$ cat src/rtl/uart_pkg.sv
// uart_pkg: state encoding, parity mode and helpers shared by the UART transmitter and receiver
package uart_pkg;

   typedef enum logic [2:0] {IDLE, START, DATA, PARITY, STOP} uart_state_e;

   typedef enum logic {EVEN, ODD} parity_mode_e;

   localparam parity_mode_e PARITY_MODE = EVEN;

   function automatic int CeilLog2(input int v);
      int r = 0;
      while ((1 << r) < v) r++;
      return r;
   endfunction

endpackage

$ cat src/rtl/uart_tx_parity_if.sv
// uart_tx_parity_if: request/serial-line bundle between a frame source and the transmitter
interface uart_tx_parity_if #(parameter int Nbit = 8);

   logic            tx_start;
   logic [Nbit-1:0] tx_data;
   logic            SerialDataOut;
   logic            tx_busy;
   logic            tx_done;

   modport master (output tx_start, tx_data, input SerialDataOut, tx_busy, tx_done);
   modport slave  (input tx_start, tx_data, output SerialDataOut, tx_busy, tx_done);

endinterface

$ cat src/rtl/uart_baud_gen.sv
// uart_baud_gen: free-running bit-period counter, restarted on clear, ticking on the last cycle of each bit
module uart_baud_gen
   import uart_pkg::*;
#(
   parameter int BAUD_DIV = 5208
) (
   input  logic clk,
   input  logic reset,
   input  logic clear,
   output logic tick
);

   localparam int CNT_W = CeilLog2(BAUD_DIV);
   localparam logic [CNT_W-1:0] LAST = CNT_W'(BAUD_DIV - 1);

   logic [CNT_W-1:0] cnt;

   assign tick = cnt == LAST;

   // count 0..BAUD_DIV-1, wrapping at the bit boundary or restarting when a frame is accepted
   always_ff @(posedge clk or posedge reset)
      if (reset)
         cnt <= '0;
      else
         cnt <= (clear || tick) ? '0 : cnt + 1'b1;

endmodule

$ cat src/rtl/uart_tx_parity.sv
// uart_tx_parity: UART transmitter sending start, Nbit data bits LSB first, parity and one stop bit
module uart_tx_parity
   import uart_pkg::*;
#(
   parameter int Nbit      = 8,
   parameter int baudrate  = 9600,
   parameter int clk_freq  = 50000000
) (
   input  logic         clk,
   input  logic         reset,
   uart_tx_parity_if.slave bus
);

   localparam int BAUD_DIV = clk_freq / baudrate;
   localparam int IDX_W    = CeilLog2(Nbit + 1);
   localparam logic [IDX_W-1:0] LAST_BIT = IDX_W'(Nbit - 1);

   uart_state_e     state;
   logic [Nbit-1:0] shreg;
   logic [Nbit-1:0] shnext;
   logic [IDX_W-1:0] bit_idx;
   logic            par;
   logic            line;
   logic            busy;
   logic            done;
   logic            tick;
   logic            accept;

   assign accept = state == IDLE && bus.tx_start;
   assign shnext = shreg >> 1;

   uart_baud_gen #(.BAUD_DIV(BAUD_DIV)) u_baud (
      .clk   (clk),
      .reset (reset),
      .clear (accept),
      .tick  (tick)
   );

   // frame sequencer; the line value is registered together with each state change so it only moves on bit boundaries
   always_ff @(posedge clk or posedge reset)
      if (reset) begin
         state   <= IDLE;
         line    <= 1'b1;
         busy    <= 1'b0;
         done    <= 1'b0;
         bit_idx <= '0;
         shreg   <= '0;
         par     <= 1'b0;
      end else begin
         done <= 1'b0;
         case (state)
            IDLE: begin
               line <= 1'b1;
               busy <= 1'b0;
               if (bus.tx_start) begin
                  shreg <= bus.tx_data;
                  par   <= ^bus.tx_data ^ (PARITY_MODE == ODD);
                  state <= START;
                  line  <= 1'b0;
                  busy  <= 1'b1;
               end
            end
            START:
               if (tick) begin
                  state   <= DATA;
                  bit_idx <= '0;
                  line    <= shreg[0];
               end
            DATA:
               if (tick) begin
                  if (bit_idx == LAST_BIT) begin
                     state <= PARITY;
                     line  <= par;
                  end else begin
                     bit_idx <= bit_idx + 1'b1;
                     shreg   <= shnext;
                     line    <= shnext[0];
                  end
               end
            PARITY:
               if (tick) begin
                  state <= STOP;
                  line  <= 1'b1;
               end
            STOP:
               if (tick) begin
                  state <= IDLE;
                  busy  <= 1'b0;
                  done  <= 1'b1;
               end
            default: state <= IDLE;
         endcase
      end

   assign bus.SerialDataOut = line;
   assign bus.tx_busy       = busy;
   assign bus.tx_done       = done;

endmodule

$ cat src/flat_wrapper.sv
// flat-port wrapper written by rule: the top's interface ports become plain ports
module uart_tx_parity_flat import uart_pkg::*;
#(
   parameter int Nbit      = 8,
   parameter int baudrate  = 9600,
   parameter int clk_freq  = 50000000
)
  (clk, reset, bus_tx_start, bus_tx_data, bus_SerialDataOut, bus_tx_busy, bus_tx_done);
  uart_tx_parity_if #(.Nbit(Nbit)) bus_i ();
  input  logic clk;
  input  logic reset;
  input wire logic [$bits(bus_i.tx_start)-1:0] bus_tx_start;
  input wire logic [$bits(bus_i.tx_data)-1:0] bus_tx_data;
  output wire logic [$bits(bus_i.SerialDataOut)-1:0] bus_SerialDataOut;
  output wire logic [$bits(bus_i.tx_busy)-1:0] bus_tx_busy;
  output wire logic [$bits(bus_i.tx_done)-1:0] bus_tx_done;
  assign bus_i.tx_start = bus_tx_start;
  assign bus_i.tx_data = bus_tx_data;
  assign bus_SerialDataOut = bus_i.SerialDataOut;
  assign bus_tx_busy = bus_i.tx_busy;
  assign bus_tx_done = bus_i.tx_done;
  uart_tx_parity #(.Nbit(Nbit), .baudrate(baudrate), .clk_freq(clk_freq)) u_core (.clk(clk), .reset(reset), .bus(bus_i));
endmodule
$ cat config.mk
export PLATFORM = sky130hd
export DESIGN_NAME = uart_tx_parity_flat
export DESIGN_NICKNAME = d
export VERILOG_FILES = /design/src/rtl/uart_pkg.sv /design/src/rtl/uart_tx_parity_if.sv /design/src/rtl/uart_baud_gen.sv /design/src/rtl/uart_tx_parity.sv /design/src/flat_wrapper.sv
export SDC_FILE = /design/constraint.sdc
export NUM_CORES = 1
export LEC_CHECK = 0
export ABC_AREA = 1
export CORE_MARGIN = 1.5
export CORE_UTILIZATION = 40
export CTS_CLUSTER_SIZE = 16
export DETAILED_ROUTE_END_ITERATION = 6
export DONT_BUFFER_PORTS = 1
export HOLD_SLACK_MARGIN = 0.06
export PLACE_DENSITY_LB_ADDON = 0.05
export REMOVE_ABC_BUFFERS = 1
export SETUP_SLACK_MARGIN = 0.05
export SLEW_MARGIN = 40
export SYNTH_ARGS = -nofsm -noshare
export SYNTH_HDL_FRONTEND = slang
export SYNTH_SLANG_ARGS = --single-unit
$ cat constraint.sdc
create_clock -name clk -period 2 [get_ports clk]
set_input_delay 0.3 -clock clk [delete_from_list [all_inputs] [get_ports clk]]
set_output_delay 0.3 -clock clk [all_outputs]
set_load 0.01 [all_outputs]
==> results of run 1 <==
cells in the final DEF (no fill, tap or decap):
cell           Yosys  routed
nand2_4            1       1
dfstp_2            1       1
xor2_1             8       8
o211ai_2           1       1
xnor2_1            4       4
o21ai_0            4       4
o21bai_1           1       1
dlygate4sd3_1      0       1
nand2_2            5       5
nand4_1            8       8
nor2_4             2       2
nand2_1           93      93
nor3_1             5       5
a21oi_2            1       1
inv_2              8       8
nand3_1           20      20
clkbuf_1           0       2
nor2_8             1       1
dfrtp_1           31      31
nor3b_2            4       4
a22oi_2            1       1
o21ai_1            1       1
ha_1               2       2
nor2_1            26      26
buf_4              3       1
nand3_2            1       1
nand3b_1           2       2
clkbuf_8           0       6
inv_1             22      22
nor3_2             4       4
nor4_1             2       2
a21oi_1            5       5
nor2_2             1       1
how the worst max path moves through the flow:
stage                      endpoint  cells past startpoint            startpoint  slack (ns)
global placement    u_core.shreg[1]                      8  u_core.u_baud.cnt[0]        0.43
detailed placement  u_core.shreg[5]                      8  u_core.u_baud.cnt[0]        0.37
CTS                 u_core.shreg[5]                      8  u_core.u_baud.cnt[0]        0.36
finish              u_core.shreg[5]                      8  u_core.u_baud.cnt[0]        0.38
global route        u_core.shreg[5]                      8  u_core.u_baud.cnt[0]        0.22
floorplan           u_core.shreg[7]                      8  u_core.u_baud.cnt[0]        0.61
routing by layer:
layer  up-vias  GRT usage
met5         -          0
met4         0     0.0514
met2        32      0.239
li1        866          -
met1       739      0.266
met3         7     0.0461
state kept, by name (all words and copies together), names as in the netlist:
| register | flops |
|---|---|
| u_core.shreg | 8 |
| u_core.par | 1 |
| u_core.bit_idx | 4 |
| u_core.u_baud.cnt | 13 |
| u_core.bus.tx_busy | 1 |
| u_core.bus.SerialDataOut | 1 |
| u_core.bus.tx_done | 1 |
| u_core.state | 3 |
timing repair:
action	CTS	global route
hold endpoints to repair	31	0
hold buffers	1	0
gates resized for setup	0	0
logic make-up (layout without fill, tap and decap cells):
kind of cell	count (synthesis)	after routing	share of synthesized area
fa+ha+maj	2	2	0.0124
simple gates	175	175	0.416
xor+xnor	12	12	0.0520
compound gates	14	14	0.0452
buf+inv	35	40	0.0780
flops	32	32	0.397
where the power goes:
part / internal, mW / switching [mW]
sequential: 0.647 / 0
clock: 0.281 / 0.229
combinational: 0.0195 / 0.0286
total: 0.947 / 0.258
cells in the mapped netlist:
cell      number
a21oi_1        5
a21oi_2        1
a22oi_2        1
buf_4          3
buf_6          2
dfrtp_1       31
dfstp_2        1
ha_1           2
inv_1         22
inv_2          8
nand2_1       93
nand2_2        5
nand2_4        1
nand3_1       20
nand3_2        1
nand3b_1       2
nand4_1        8
nor2_1        26
nor2_2         1
nor2_4         2
nor2_8         1
nor3_1         5
nor3_2         4
nor3b_2        4
nor4_1         2
o211ai_2       1
o21ai_0        4
o21ai_1        1
o21bai_1       1
xnor2_1        4
xor2_1         8
metrics by stage:
step | area, µm² | util | cells
floorplan | 1980 | - | 265
global placement | 2070 | 0.432 | 333
detailed placement | 2070 | 0.432 | 333
CTS | 2170 | 0.453 | 342
global route | 2170 | 0.453 | 342
finish | 2170 | 0.453 | 342
layout make-up:
cell class              instances  area share
clock buffers                   8      0.0415
inverters                      30      0.0519
repair buffers                  2     0.00808
flip-flops and latches         32       0.370
well taps                      67      0.0387
multi-input cells             203       0.490
==> results_dict.tcl, run 1 <==
set metrics [dict create \
    io_buffer_count 0 \
    holdPathEnd "u_core.shreg[7]" \
    cts_root_buf "clkbuf_8" \
    setup_slack_ns 0.381 \
    yosysSeqAreaShare 0.397 \
    post-route-min-period_ns 1.62 \
    diodes 0 \
    worstSetupEndpointType "flop" \
    r2r_slack_ns 0.38 \
    post_cts_buffers 0 \
    status "complete, no violations" \
    required_ns 2.17 \
    yosysUniqueCellTypes 31 \
    drc 0 \
    reg2reg_depth 8 \
    io_pins 14 \
    antenna_left 0 \
    hold_viol 0 \
    timing.fmax_mhz 618 \
    drive_gt1_frac 0.138 \
    hold_depth 2 \
    start_util 0.422 \
    worstHoldStart "bus_tx_data[7]" \
    cts_max_level 2 \
    syn-cell-area_mm2 0.00202 \
    clkTransAtPathRegs_ns 0.07 \
    synth.avg_cell_area_um2 7.49 \
    die_h_um 74.1 \
    clock-skew-final_ns 0.00511 \
    synth_cells 270 \
    pre_cts_ws_ns 0.374 \
    gr-total-overflow 0 \
    cp_top_family "simple AND/OR/NAND/NOR gates" \
    row_count 25 \
    p_per_area_mw_per_mm2 556 \
    worstPathMaxFanout 12 \
    worstMarginPinSlew_ns 0.412 \
    maxCapViolCount 0 \
    cts_buffer_depth 2 \
    yosys-top-cells-area "dfrtp_1 (38%), nand2_1 (17%), nand3_1 (5.0%)" \
    highest_layer "met4" \
    hpwl_um 3030 \
    tns_ns 0 \
    area_growth_pct 7.24 \
    clock_sinks 32 \
    slew_violations 0 \
    numCtsBuffers 5 \
    start_kind "flop" \
    timing.rr.start "u_core.u_baud.cnt[0]" \
    cp_common_cell "nand2_2" \
    max_slew_margin 0.725 \
    arrival_ns 1.78 \
    synth_seq_cells 32 \
    period_share 0.810 \
    die_area_mm2 0.00549 \
    yosys_warnings 0 \
    firstDrtPassIters 4 \
    synth_largest_area_cell "dfrtp_1" \
    setup_viol 0 \
    vias 1644 \
    nFillCells 484 \
    drt-initial-drc-count 127 \
    synth.top_cell.area_share 0.384 \
    path_cells "ha_1 -> nand2_2 -> nor2_1 -> nand4_1 -> nand2_2 -> nand2_2 -> nand2_1 -> nand2_1" \
    crit_type "flop to flop" \
    viasPerCell 4.81 \
    cts_tree "built" \
    antenna_found_initial 0 \
    hold_slack_ns 0.172 \
    seqCellArea_um2 802 \
    grt_pass1_vias 1596 \
    multiInputGateArea_mm2 0.00106 \
    clock_latency_ns 0.28 \
    rsz0062_at_grt "no" \
    hold_path.class "input port to flop" \
    critPathMaxStageDelay_ns 0.37 \
    gp_congestion 0.863 \
    vdd_ir_drop_max_mv 0.374 \
    wl_met3_um 192 \
    crit_path_top_delay_cell "dfrtp_1" \
    wl_per_cell_um 12.0 \
    p_leak_nw 1.09 \
    grt_usage 0.174 \
    route.met2.wl_um 1620 \
    core-area_mm2 0.00479 \
    nNetsFinal 287 \
    regToRegEndpoint "u_core.shreg[5]" \
    finalPower_mw 1.21 \
    grt_pass1_wl_um 7320 \
    die_x_um 74.1 \
    grt_max_degree 33 \
    wl_um 4120 \
    wl_met1_um 2260 \
    crit_buf_inv 0 \
]
(Power assumes the default switching activity.)
==> run 2: changes to the inputs <==
==> constraint.sdc (replaced) <==
create_clock -name clk -period 1.6 [get_ports clk]
set_input_delay 0.24 -clock clk [delete_from_list [all_inputs] [get_ports clk]]
set_output_delay 0.24 -clock clk [all_outputs]
set_load 0.01 [all_outputs]
==> run 2 against run 1 <==
- clock skew is 0.0024 ns higher
- wire length is 3.4% higher
- global-route usage is 0.63 points higher
- non-clock buffer count is 7 higher
- first-iteration DRC count is 50% lower
- critical path depth is 1 lower
- design area is 5.1% higher
- clock power is 17% higher
- flip-flop and latch count stayed put
- sequential power is 25% higher
- worst hold slack worse by 0.069 ns
- register-to-register slack worse by 0.25 ns
- highest routed layer unchanged
==> results_dict.tcl, run 2 (synthesis results as in run 1) <==
set metrics [dict create \
    required_ns 1.83 \
    timing.rr.start "u_core.u_baud.cnt[0]" \
    firstDrtPassIters 4 \
    cts_buffer_depth 2 \
    clock_latency_ns 0.29 \
    gr-total-overflow 0 \
    p_per_area_mw_per_mm2 644 \
    crit_path_top_delay_cell "dfrtp_1" \
    hold_path.class "input port to flop" \
    r2r_slack_ns 0.13 \
    pre_cts_ws_ns 0.0664 \
    status "complete, no violations" \
    tns_ns 0 \
    cp_top_family "simple AND/OR/NAND/NOR gates" \
    setup_viol 0 \
    io_buffer_count 0 \
    drt-initial-drc-count 63 \
    critPathMaxStageDelay_ns 0.38 \
    die_x_um 74.1 \
    worstMarginPinSlew_ns 0.420 \
    slew_violations 0 \
    maxCapViolCount 0 \
    stdcell_area_mm2 0.00228 \
    layout_common_cells "nand2_1 (93), dfrtp_1 (31), nor2_1 (23), inv_1 (22), nand3_1 (19)" \
    cts_root_buf "clkbuf_8" \
    vias 1668 \
    vdd_ir_drop_max_mv 0.388 \
    drc 0 \
    largest_reg_flops 13 \
    area_growth_pct 12.7 \
    cts_max_level 2 \
    worstHoldStart "bus_tx_data[7]" \
    drive_gt1_frac 0.181 \
    utilization 0.476 \
    start_util 0.422 \
    top_regs "u_core.u_baud.cnt x13, u_core.shreg x8, u_core.bit_idx x4" \
    crit_buf_inv 0 \
    rsz0062_at_grt "no" \
    core-area_mm2 0.00479 \
    p_leak_nw 1.15 \
    viasPerCell 4.79 \
    io_pins 14 \
    worstSetupEndpointType "flop" \
    numCtsBuffers 5 \
    start_kind "flop" \
    grt_usage 0.181 \
    max_slew_margin 0.720 \
    clock-skew-final_ns 0.00749 \
    finalPower_mw 1.47 \
    diodes 0 \
    wl_per_cell_um 12.2 \
    grt_pass1_wl_um 7490 \
    wl_um 4260 \
    grt_max_degree 14 \
    antenna_found_initial 0 \
    holdPathEnd "u_core.shreg[7]" \
    hold_viol 0 \
    die_area_mm2 0.00549 \
    clkTransAtPathRegs_ns 0.07 \
    layout_commonest_cell "nand2_1" \
    worstPathMaxFanout 5 \
    crit_type "flop to flop" \
    gp_congestion 0.806 \
    place_area_mm2 0.00213 \
    post-route-min-period_ns 1.47 \
    antenna_left 0 \
    reg2reg_depth 7 \
    nFillCells 510 \
    hold_depth 2 \
    period_share 0.916 \
    nNetsFinal 294 \
    top_register "u_core.u_baud.cnt" \
    timing.fmax_mhz 682 \
    setup_slack_ns 0.134 \
    regToRegEndpoint "u_core.bit_idx[3]" \
    hpwl_um 3170 \
    cts_tree "built" \
    path_cells "ha_2 -> nand2_4 -> nor2_4 -> nand3_2 -> a21oi_4 -> nand3_1 -> nand2_1" \
    arrival_ns 1.69 \
    die_h_um 74.1 \
    grt_pass1_vias 1575 \
    row_count 25 \
    clock_sinks 32 \
]
==> run 2: changes by cell type in the layout (fill, tap and decap cells not counted), moves of 3 or more <==
cell,change
buf_4,+6
nand2_2,-3
nor2_4,+3
nor2_1,-3
nand2_4,+3
==> run 2: layout make-up <==
type,instances,area [µm²],area share
repair buffers,9,82.6,0.0362
well taps,67,83.8,0.0368
clock buffers,6,72.6,0.0319
inverters,30,113,0.0494
multi-input cells,203,1120,0.491
clock inverters,1,5.00,0.00220
flip-flops and latches,32,802,0.352
==> run 2: power breakdown <==
part	switching, mW	internal [mW]
Clock	0.299	0.295
Combinational	0.0369	0.0260
Sequential	0	0.809
==> run 2: worst max path at each step <==
| stage | cells after the start | slack [ns] | startpoint | endpoint |
|---|---|---|---|---|
| global route | 7 | 0.06 | u_core.u_baud.cnt[0] | u_core.u_baud.cnt[6] |
| global placement | 6 | 0.08 | u_core.u_baud.cnt[0] | u_core.u_baud.cnt[6] |
| floorplan | 8 | 0.21 | u_core.u_baud.cnt[0] | u_core.shreg[7] |
| finish | 7 | 0.13 | u_core.u_baud.cnt[0] | u_core.bit_idx[3] |
| CTS | 8 | 0.05 | u_core.u_baud.cnt[0] | u_core.bit_idx[1] |
| detailed placement | 6 | 0.07 | u_core.u_baud.cnt[0] | u_core.u_baud.cnt[8] |
==> run 2: per-stage QoR <==
step	cells	hold slack (ns)
2_1_floorplan	265	0.355
3_3_place_gp	339	0.147
3_5_place_dp	339	0.154
4_1_cts	347	0.101
5_1_grt	348	0.103
6_report	348	0.104
==> run 2: worst register-to-register path, stage by stage (launching register included) <==
cell and delay [ns]:
dfrtp_1 0.38, ha_2 0.23, nand2_4 0.09, nor2_4 0.13
nand3_2 0.19, a21oi_4 0.23, nand3_1 0.10, nand2_1 0.06
==> run 2: routing by layer <==
metal / GRT usage / share of wire / routed length [µm] / vias to the layer above
li1: - / - / - / 876
met1: 0.275 / 0.54 / 2310 / 762
met2: 0.237 / 0.40 / 1720 / 24
met3: 0.0528 / 0.039 / 164 / 6
met4: 0.0679 / 0.015 / 64 / 0
met5: 0 / 0 / 0 / -
==> run 2: what timing repair did <==
item                       CTS  global route
setup endpoints to repair    1            17
hold buffers                 1             0
hold endpoints to repair     9             0
resized for setup            1            12
pin swaps                    0             1
cloned                       0             0
setup buffers                0             1
